<file path="config.mk">
export PLATFORM = sky130hd
export DESIGN_NAME = serial_add_sequencer
export DESIGN_NICKNAME = d
export VERILOG_FILES = /design/src/rtl/serial_add_sequencer.sv
export SDC_FILE = /design/constraint.sdc
export NUM_CORES = 1
export LEC_CHECK = 0
export BUFFER_PORTS_ARGS = -buffer_cell sky130_fd_sc_hd__buf_2
export CAP_MARGIN = 20
export CORE_MARGIN = 2
export CORE_UTILIZATION = 57
export CTS_CLUSTER_DIAMETER = 40
export CTS_CLUSTER_SIZE = 24
export DETAILED_ROUTE_END_ITERATION = 8
export GPL_ROUTABILITY_DRIVEN = 0
export HOLD_SLACK_MARGIN = 0.03
export PLACE_DENSITY = 0.83
export SETUP_SLACK_MARGIN = 0.5
export SYNTH_ARGS = -nofsm -noshare
export SYNTH_HDL_FRONTEND = slang
export SYNTH_SLANG_ARGS = --single-unit
</file>
<file path="constraint.sdc">
create_clock -name clk -period 2.8 [get_ports clk]
set_input_delay 0.28 -clock clk [delete_from_list [all_inputs] [get_ports clk]]
set_output_delay 0.28 -clock clk [all_outputs]
set_load 0.05 [all_outputs]
</file>
<file path="src/rtl/serial_add_sequencer.sv">
// Bit-serial WIDTH-bit add/subtract driven through one external 1-bit full adder,
// LSB first, with a start/ready/done handshake around it.
module serial_add_sequencer #(
    parameter int WIDTH = 8
) (
    input  logic             clk,
    input  logic             rst,
    input  logic             start_i,
    input  logic             sub_i,
    input  logic [WIDTH-1:0] a_i,
    input  logic [WIDTH-1:0] b_i,
    output logic             ready_o,
    output logic             done_o,
    output logic [WIDTH-1:0] sum_o,
    output logic             cout_o,
    output logic             ovf_o,
    output logic             fa_a_o,
    output logic             fa_b_o,
    output logic             fa_cin_o,
    input  logic             fa_s_i,
    input  logic             fa_cout_i
);
    localparam int CW = (WIDTH > 1) ? $clog2(WIDTH) : 1;

    typedef enum logic [1:0] {IDLE, RUN, DONE} state_t;

    state_t           state_q, state_d;
    logic [WIDTH-1:0] a_q, a_d, b_q, b_d, res_q, res_d, sum_q, sum_d;
    logic             carry_q, carry_d, cout_q, cout_d, ovf_q, ovf_d;
    logic [CW-1:0]    cnt_q, cnt_d;
    logic             last_bit;

    assign last_bit = (cnt_q == CW'(WIDTH - 1));

    always_ff @(posedge clk) begin
        if (!rst) state_q <= IDLE;
        else      state_q <= state_d;
    end

    always_comb begin
        state_d = state_q;
        case (state_q)
            IDLE:    if (start_i) state_d = RUN;
            RUN:     if (last_bit) state_d = DONE;
            DONE:    state_d = IDLE;
            default: state_d = IDLE;
        endcase
    end

    // Operands are shifted right so the active bit is always at position 0.
    always_comb begin
        ready_o  = (state_q == IDLE);
        done_o   = (state_q == DONE);
        fa_a_o   = (state_q == RUN) ? a_q[0] : 1'b0;
        fa_b_o   = (state_q == RUN) ? b_q[0] : 1'b0;
        fa_cin_o = (state_q == RUN) ? carry_q : 1'b0;
        sum_o    = sum_q;
        cout_o   = cout_q;
        ovf_o    = ovf_q;
    end

    always_comb begin
        a_d     = a_q;
        b_d     = b_q;
        res_d   = res_q;
        carry_d = carry_q;
        cnt_d   = cnt_q;
        sum_d   = sum_q;
        cout_d  = cout_q;
        ovf_d   = ovf_q;
        if (state_q == IDLE && start_i) begin
            a_d     = a_i;
            b_d     = sub_i ? ~b_i : b_i;
            carry_d = sub_i;
            cnt_d   = '0;
        end else if (state_q == RUN) begin
            a_d     = a_q >> 1;
            b_d     = b_q >> 1;
            res_d   = {fa_s_i, res_q[WIDTH-1:1]};
            carry_d = fa_cout_i;
            cnt_d   = last_bit ? '0 : cnt_q + CW'(1);
            // On the MSB, carry_q is the carry into the MSB.
            if (last_bit) begin
                sum_d  = res_d;
                cout_d = fa_cout_i;
                ovf_d  = carry_q ^ fa_cout_i;
            end
        end
    end

    always_ff @(posedge clk) begin
        if (!rst) begin
            a_q     <= '0;
            b_q     <= '0;
            res_q   <= '0;
            carry_q <= 1'b0;
            cnt_q   <= '0;
            sum_q   <= '0;
            cout_q  <= 1'b0;
            ovf_q   <= 1'b0;
        end else begin
            a_q     <= a_d;
            b_q     <= b_d;
            res_q   <= res_d;
            carry_q <= carry_d;
            cnt_q   <= cnt_d;
            sum_q   <= sum_d;
            cout_q  <= cout_d;
            ovf_q   <= ovf_d;
        end
    end
endmodule

</file>
Yosys cells after proc, flatten, opt, wreduce, memory -nomap -nowiden. Cells that the tools add are included.

Reductions and logical operators: 7. Add/subtract/negate cells: 1. Mux-type cells: 14. Bitwise operators: 4. Equality and inequality tests: 5.

Operators with widths (count): 2-to-1 mux 8 bit (5); NOT 8 bit (1); 2-to-1 mux 1 bit (5); 2-to-1 mux 2 bit (2); inequality test 2 bit, second input constant (2); one-hot mux 2 bit (2 select lines) (1); AND reduction 2 bit (2); adder 3 x 1 -> 3 bit, second input constant (1); == test 3 bit, second input constant (1); 2-to-1 mux 3 bit (1); AND reduction 3 bit (1); == test 2 x 1 -> 1 bit, second input constant (1); == test 2 bit, second input constant (1); zero test 2 bit (1); NOT 1 bit (2); nonzero test 2 bit (1); OR reduction 2 bit (1); logical AND 1 bit (1); XOR 1 bit (1).

Output and inout port bits: 15. Register bits after elaboration: 40. Bits of input ports: 22. Word-level logic and storage cells: 40.

Longest topological paths before layout. Gate-level depths: netlist (run 1).

Depth in word-level cells: 4. Depth in mapped cells: 6. Depth with buffers taken out: 5.

Worst setup path before layout (run 1). Ideal clock, no wire load.

Kind: register to register. Start point: register state_q[1]. End point: register a_q[7]. Setup time: 0.076 ns. Slack: 1.218 ns. Cell stages (with the launch flop): 5. Buffers on the path: 1. Data arrival time: 1.506 ns. Data required time: 2.724 ns. Period minus slack after synthesis: 1.582 ns. Cell sequence: dfxtp_1 -> buf_2 -> nor2_1 -> a32oi_1 -> a21boi_0.

Word-level cells in the longest chain between the ends: 3. Elaborated cells on any way between the ends: 5. Those cells by class: eq/ne: 1; mux: 1; reduce/logical: 3.

RTL lines: start, declared (RTL line 27) `state_t state_q, state_d;`; start signal, assigned (RTL line 37) `else state_q <= state_d;`; zero test 2 bit *; net ready_o (RTL line 12) `output logic ready_o,`; logical AND 1 bit * (RTL line 71) `if (state_q == IDLE && start_i) begin`; 2-to-1 mux 8 bit or nonzero test 2 bit (tied branches); end signal, assigned (RTL line 93) `a_q <= '0;`; end signal, assigned (RTL line 102) `a_q <= a_d;`; end, declared (RTL line 28) `logic [WIDTH-1:0] a_q, a_d, b_q, b_d, res_q, res_d, sum_q, sum_d;`.

The timed path passes the listed nets; every way through them passes the cells marked *. A chain may end at the register's enable or synchronous reset.

Worst setup path in the final report (run 1).
Start point: register state_q[0]. End point: output fa_cin_o.

Word-level cells in the longest chain between the ends: 2.

RTL lines: == test 2 x 1 -> 1 bit (RTL line 56) `fa_cin_o = (state_q == RUN) ? carry_q : 1'b0;`; 2-to-1 mux 1 bit (RTL line 56); end, declared (RTL line 19) `output logic fa_cin_o,`.

No other way between the ends.

==> results of run 1 <==
-- final cells by class --
cell class	instances	area, um^2
Clock buffer	5	37.5
Clock inverter	3	15.0
Fill cell	239	883
Inverter	2	7.51
Multi-Input combinational cell	140	831
Sequential cell	39	781
Tap cell	31	38.8
Timing Repair Buffer	37	188
-- final timing paths --
check                   from        to
setup reg to reg  state_q[1]    b_q[1]
setup / recovery  state_q[0]  fa_cin_o
hold reg to reg     sum_o[7]  sum_o[7]
hold / removal        fa_s_i  sum_o[7]
-- cell usage in the layout (no fill, tap or decap), types with 2 or more instances in the layout --
cell type and n:
sky130_fd_sc_hd__nor2_1 12, sky130_fd_sc_hd__or2b_1 2, sky130_fd_sc_hd__clkinv_2 3, sky130_fd_sc_hd__buf_2 36, sky130_fd_sc_hd__xnor2_1 9, sky130_fd_sc_hd__a221o_1 7
sky130_fd_sc_hd__o21ai_1 4, sky130_fd_sc_hd__a31oi_1 5, sky130_fd_sc_hd__and2_1 6, sky130_fd_sc_hd__inv_1 2, sky130_fd_sc_hd__clkbuf_4 5, sky130_fd_sc_hd__o221ai_1 2
sky130_fd_sc_hd__dfxtp_1 39, sky130_fd_sc_hd__a21boi_0 17, sky130_fd_sc_hd__a21oi_1 5, sky130_fd_sc_hd__o21a_1 2, sky130_fd_sc_hd__nand2_1 50, sky130_fd_sc_hd__o21ai_0 3
sky130_fd_sc_hd__ha_1 2
-- synthesized netlist by cell type (2+ instances only) --
cell type                   n
sky130_fd_sc_hd__o221ai_1   2
sky130_fd_sc_hd__or2b_1     2
sky130_fd_sc_hd__ha_1       2
sky130_fd_sc_hd__a31oi_1    5
sky130_fd_sc_hd__a21boi_0  17
sky130_fd_sc_hd__o21a_1     2
sky130_fd_sc_hd__inv_1      2
sky130_fd_sc_hd__clkbuf_1   5
sky130_fd_sc_hd__and2_1     6
sky130_fd_sc_hd__o21ai_0    3
sky130_fd_sc_hd__a21oi_1    5
sky130_fd_sc_hd__o21ai_1    4
sky130_fd_sc_hd__buf_2      7
sky130_fd_sc_hd__a221o_1    7
sky130_fd_sc_hd__nor2_1    12
sky130_fd_sc_hd__xnor2_1    9
sky130_fd_sc_hd__nand2_1   50
sky130_fd_sc_hd__dfxtp_1   39
-- flip-flops by register name, summed over array words and instances, names as in the netlist --
signal	cells
a_q	8
carry_q	1
cnt_q	3
res_q	7
ovf_o	1
state_q	2
b_q	8
sum_o	8
cout_o	1
-- power groups by stage --
stage	clock (W)	combinational [W]	sequential [W]
6_report	0.000276	0.000128	0.000597
5_1_grt	0.000307	0.000142	0.000600
4_1_cts	0.000283	0.000128	0.000597
3_5_place_dp	0	0.000127	0.000608
3_3_place_gp	0	0.000122	0.000607
2_1_floorplan	0	0.0000997	0.000602
-- logic make-up (layout without fill, tap and decap cells) --
group | after synthesis | count (layout) | share of synthesized area [%]
simple gates | 79 | 79 | 21.2
compound gates | 50 | 50 | 21.7
flops | 39 | 39 | 46.2
buf+inv | 16 | 47 | 4.74
xor+xnor | 9 | 9 | 4.67
fa+ha+maj | 2 | 2 | 1.48
-- what timing repair did --
| item | in CTS | in global routing |
|---|---|---|
| hold endpoints to repair | 0 | 0 |
| endpoints found under the setup margin | 0 | 2 |
| setup buffers | 0 | 0 |
| gates resized for setup | 0 | 1 |
-- layer usage --
metal | wire length, um | share of wire (%) | vias to the layer above
li1 | - | - | 722
met1 | 1400 | 40 | 686
met2 | 1870 | 53 | 35
met3 | 171 | 4.9 | 5
met4 | 57 | 1.6 | 0
met5 | 0 | 0 | -
-- metrics by stage --
stage	std cells	setup WS, ns
4_1_cts	257	0.557
3_3_place_gp	249	1.03
5_1_grt	257	0.540
2_1_floorplan	195	1.22
6_report	257	0.671
3_5_place_dp	249	0.959
-- critical path: cells and delay by family, from the launching register on --
family / cells / cell delay, ns
simple gates: 2 / 0.49
flops: 1 / 0.52
buf+inv: 2 / 0.49
==> parameters.txt, run 1 <==
Parameter                              Value

Status
  Outcome    complete, no violations

Synthesis
  Area leader, netlist    sky130_fd_sc_hd__dfxtp_1
  Count of distinct cell types in the synthesized netlist    34
  Top_reg_cell synth    sky130_fd_sc_hd__dfxtp_1
  Post-synthesis instance area    1690 um^2
  Sequential cell area fraction in the yosys report    46.2%
  Ys async rst share    0%
  Number of flops mapped to enable cells by yosys    0
  Synth warn    0
  Number of synthesized register bits    39
  Area share of the largest cell type after synthesis    46.2%
  Syn_nets    219
  Cell count after synthesis    195
  Top area cells in the synthesized netlist    sky130_fd_sc_hd__dfxtp_1, sky130_fd_sc_hd__nand2_1, sky130_fd_sc_hd__a21boi_0
  Synthesized area per cell    8.66 um^2

Floorplan
  Effective utilization at floorplan    60.7%
  FP Rows    19
  Area of the placeable core    2780 um^2
  Top Ports    37
  Die height    58.4 um
  Horizontal die dimension    58.4 um
  Floorplan die area    3410 um^2

Timing
  Post-layout min period    2.13 ns
  Unrepaired setup endpoints after global routing    false
  Transition at the pin with the smallest max-transition slack    0.707 ns
  Setup-violating endpoint count in the final report    0
  FMAX    470 MHz
  Relative slew margins    52.8%
  Final sum of negative setup slack    0 ns
  Final period utilization    76.0%
  Final hold slack    0.179 ns
  Max-slew violations    0
  Clock tree skew after final layout    0.00875 ns
  Hold Violations, Final    0

Clock tree
  Clock-pin slew on the worst setup and hold paths    0.12 ns
  TritonCTS sink count    39
  Clock tree from TritonCTS    yes
  Max Root-Sink Buffers    2
  Insertion delay to the later sink of the worst-skew pair    0.35 ns
  Hold-fix buffers, CTS    0
  Clock root cell    sky130_fd_sc_hd__clkbuf_4
  Total number of H-tree levels    2
  Number of buffers created by CTS    5

Finish
  Final layout net count    249
  Diodes inserted    0
  Area Growth Syn to Fin    12.4%
  Layout cells sized above 1    21.7%
  Share of the core filled with cells    68.2%
  Layout Cell Area excl Fill    1900 um^2

Setup path
  Count of cells along the worst register-to-register path    4
  Data arrival, critical path    1.85 ns
  Critical Path Slowest Stage Cell    sky130_fd_sc_hd__dfxtp_1
  Endpoint kind of the worst setup timing path    output port
  Crit-path cells    nor2b_2 -> buf_4 -> and2_1 -> buf_2
  Startpoint class of the critical path    register
  Critical Path RT    2.52 ns
  Register-to-Register Setup Slack    1.11 ns
  Maximum fanout encountered on the critical timing path    12
  Stage delay of the slowest cell on the critical path    0.52 ns
  Type of the worst setup path    reg -> out

Routing
  Via density per instance    5.63
  Routed wirelength normalized by instance count    13.6 um
  Pre-Repair DR Iteration Count    6
  Violation count after the first detailed-route iteration    78
  Count of unresolved DRC violations after routing    0
  Antenna violation net count after detailed routing    0
  Routed wire length    3500 um
  Overall via count from detail_route    1448

Power and ir drop
  Power density cells    527 nW/um^2
  Part of the power in the clock network    27.5%
  Switch Pwr    0.000272 W
  Cell Int Power    0.000729 W
  Peak supply drop    0.000410 V
  Portion of total power attributed to combinational logic    12.8%
  Final total power    0.00100 W
  Switching Fraction    27.2%
  Portion of total power attributed to sequential cells    59.7%
  Static Leakage    0.783 nW

GRT
  Via count of the first global-routing pass    1379
  Met2 global-route usage    39.8%
  Global routing usage on met1    26.5%
  Global route hottest layer    met2
  Overall overflow remaining after global route    0
  All-layer global routing usage    22.7%
  Global-route track usage on met3    5.93%
  Largest net degree at the start of global routing    34
  First-pass GRT wire length    5870 um
  Number of antenna violations at the first check in global routing    0

Hold path
  Number of cells on the worst hold path    3
  Worst min-delay path category    in -> reg

Flow run
  Max cap viols    0

Place
  Buffers added on ports    36
  Area after detailed placement    1840 um^2
  Sum of net half-perimeters after detailed placement    2370 um
Power figures use the tool's default switching activity.
==> run 2, diff against run 1 <==
--- a/config.mk
+++ b/config.mk
@@ -5,16 +5,17 @@
 export SDC_FILE = /design/constraint.sdc
 export NUM_CORES = 1
 export LEC_CHECK = 0
+export ABC_AREA = 1
 export BUFFER_PORTS_ARGS = -buffer_cell sky130_fd_sc_hd__buf_2
 export CAP_MARGIN = 20
 export CORE_MARGIN = 2
-export CORE_UTILIZATION = 57
+export CORE_UTILIZATION = 53
 export CTS_CLUSTER_DIAMETER = 40
 export CTS_CLUSTER_SIZE = 24
 export DETAILED_ROUTE_END_ITERATION = 8
 export GPL_ROUTABILITY_DRIVEN = 0
 export HOLD_SLACK_MARGIN = 0.03
-export PLACE_DENSITY = 0.83
+export PLACE_DENSITY = 0.78
 export SETUP_SLACK_MARGIN = 0.5
 export SYNTH_ARGS = -nofsm -noshare
 export SYNTH_HDL_FRONTEND = slang
==> constraint.sdc (replaced) <==
create_clock -name clk -period 2 [get_ports clk]
set_input_delay 0.2 -clock clk [delete_from_list [all_inputs] [get_ports clk]]
set_output_delay 0.2 -clock clk [all_outputs]
set_load 0.05 [all_outputs]
==> run 2 against run 1 <==
Flip-flop and latch count unchanged. Area after synthesis increased by 6.2%. Clock skew increased by 0.0026 ns. Largest cell class unchanged. Routed wire length rose by 3.7%. Global-route usage down 2.1 points. Final cell count grew 34%. Largest power group unchanged.
==> parameters.txt, run 2 <==
Parameter                              Value

Setup path
  Data arrival, critical path    1.27 ns
  Maximum fanout encountered on the critical timing path    7
  Critical Path Slowest Stage Cell    sky130_fd_sc_hd__dfxtp_4
  Endpoint kind of the worst setup timing path    output port
  Crit-path cells    buf_4 -> nor2_1 -> buf_2
  Critical Path RT    1.80 ns
  Type of the worst setup path    reg -> out
  Startpoint class of the critical path    register
  Stage delay of the slowest cell on the critical path    0.40 ns

Routing
  Count of unresolved DRC violations after routing    0
  Overall via count from detail_route    1701
  Routed wire length    3630 um
  Pre-Repair DR Iteration Count    4
  Antenna violation net count after detailed routing    0
  Via density per instance    4.94
  Routed wirelength normalized by instance count    10.5 um
  Violation count after the first detailed-route iteration    72

Floorplan
  Top Ports    37
  Floorplan die area    3870 um^2
  Die height    62.2 um
  Area of the placeable core    3280 um^2
  FP Rows    21
  Horizontal die dimension    62.2 um
  Effective utilization at floorplan    54.6%

Synthesis
  Number of synthesized register bits    39
  Post-synthesis instance area    1790 um^2
  Top area cells in the synthesized netlist    sky130_fd_sc_hd__dfxtp_1, sky130_fd_sc_hd__nand2_1, sky130_fd_sc_hd__nor2_1
  Ys async rst share    0%
  Synth warn    0
  Area leader, netlist    sky130_fd_sc_hd__dfxtp_1
  Count of distinct cell types in the synthesized netlist    25
  Number of flops mapped to enable cells by yosys    0
  Most instantiated library cell after synthesis    sky130_fd_sc_hd__nand2_1
  Top cell types by occurrence after synthesis    sky130_fd_sc_hd__nand2_1, sky130_fd_sc_hd__dfxtp_1, sky130_fd_sc_hd__nor2_1
  Area share of the largest cell type after synthesis    43.5%
  Cell count after synthesis    259
  Sequential cell area fraction in the yosys report    43.5%
  Synthesized area per cell    6.93 um^2
  Syn_nets    283
  Top_reg_cell synth    sky130_fd_sc_hd__dfxtp_1

Power and ir drop
  Static Leakage    1.05 nW
  Switching Fraction    24.6%
  Peak supply drop    0.000579 V
  Portion of total power attributed to sequential cells    49.2%
  Cell Int Power    0.00130 W
  Power density cells    795 nW/um^2
  Portion of total power attributed to combinational logic    13.4%
  Part of the power in the clock network    37.3%
  Switch Pwr    0.000423 W

Timing
  Setup-violating endpoint count in the final report    0
  FMAX    679 MHz
  Post-layout min period    1.47 ns
  Unrepaired setup endpoints after global routing    true
  Hold Violations, Final    0
  Max-slew violations    0
  Transition at the pin with the smallest max-transition slack    0.544 ns
  Setup slack after layout    0.528 ns
  Clock tree skew after final layout    0.0114 ns
  Relative slew margins    63.5%
  Final sum of negative setup slack    0 ns
  Final period utilization    73.6%

Clock tree
  Clock root cell    sky130_fd_sc_hd__clkbuf_4
  Insertion delay to the later sink of the worst-skew pair    0.35 ns
  Total number of H-tree levels    2
  Max Root-Sink Buffers    2
  Number of buffers created by CTS    5
  Clock-pin slew on the worst setup and hold paths    0.11 ns
  Clock tree from TritonCTS    yes
  TritonCTS sink count    39

Finish
  Most common cell after layout, fill and taps aside    sky130_fd_sc_hd__nand2_1
  Filler Cell Count    302
  Share of the core filled with cells    65.9%
  Final layout net count    321
  Fin cells    344
  Layout cells sized above 1    21.8%
  Most frequent cells in the layout    sky130_fd_sc_hd__nand2_1, sky130_fd_sc_hd__dfxtp_1, sky130_fd_sc_hd__nor2_1
  Area Growth Syn to Fin    20.6%
  Diodes inserted    0

GRT
  Largest net degree at the start of global routing    20
  First-pass GRT wire length    6440 um
  All-layer global routing usage    20.6%
  Via count of the first global-routing pass    1510
  Number of antenna violations at the first check in global routing    0
  Overall overflow remaining after global route    0

Status
  Outcome    complete, no violations

Hold path
  Worst min-delay path category    in -> reg

Place
  Sum of net half-perimeters after detailed placement    2360 um
  Worst Setup Slack post-DPL    0.463 ns
  Inst Count DP    331
  Buffers added on ports    36

Flow run
  Max cap viols    0
run 2: metal layers:
metal / global-route usage (%) / part of all wire [%] / wire length, um / vias up
met1: 24.5 / 46 / 1660 / 770
met2: 35.1 / 49 / 1780 / 29
met5: 0 / 0 / 0 / -
met3: 6.16 / 3.3 / 121 / 8
li1: - / - / - / 894
met4: 7.78 / 1.7 / 61 / 0
run 2: layout make-up:
type | instances | area [um^2] | share of cell area [%]
Sequential cell | 39 | 790 | 36.5
Inverter | 17 | 71.3 | 3.29
Timing Repair Buffer | 43 | 258 | 11.9
Clock buffer | 6 | 41.3 | 1.91
Multi-Input combinational cell | 191 | 887 | 41.0
Clock inverter | 2 | 60.1 | 2.77
Tap cell | 46 | 57.6 | 2.66
run 2: final timing paths:
check,from,cells after the start,slack [ns],end
setup / recovery,state_q[0],3,0.53,done_o
hold / removal,fa_cout_i,3,0.1,cout_o
setup reg to reg,cnt_q[0],9,0.59,cout_o
hold reg to reg,a_q[1],2,0.47,a_q[1]
run 2: power by group through the flow:
stage | logic [W] | registers (W) | clock network, W
finish | 0.000231 | 0.000847 | 0.000642
global route | 0.000265 | 0.000853 | 0.000692
CTS | 0.000221 | 0.000849 | 0.000653
detailed placement | 0.000210 | 0.000867 | 0
global placement | 0.000207 | 0.000867 | 0
floorplan | 0.000175 | 0.000856 | 0
run 2: kinds of logic after synthesis:
family          Yosys count  synth area share, %
compound gates           39                 11.9
buf+inv                  29                 8.30
fa+ha+maj                 2                 1.39
xor+xnor                  2                0.976
simple gates            148                 33.9
flops                    39                 43.5
run 2: what timing repair did:
item / CTS / global route
buffers inserted: 3 / 2
hold buffers: 0 / 0
gates resized for setup: 16 / 7
endpoints found under the setup margin: 11 / 12
hold endpoints to repair: 0 / 0
pin swaps: 0 / 0
run 2: critical path: cells and delay by family, from the launching register on:
family,cells,cell delay [ns]
buffers and inverters,2,0.43
and+or+nand+nor,1,0.11
DFF,1,0.40
run 2: stage by stage:
stage | area [um^2] | hold WS [ns] | total power (W)
after floorplan | 1790 | 0.303 | 0.00103
after global placement | 1960 | 0.449 | 0.00107
after detailed placement | 1960 | 0.455 | 0.00108
after CTS | 2130 | 0.0861 | 0.00172
after global routing | 2160 | 0.0755 | 0.00181
final | 2160 | 0.0960 | 0.00172
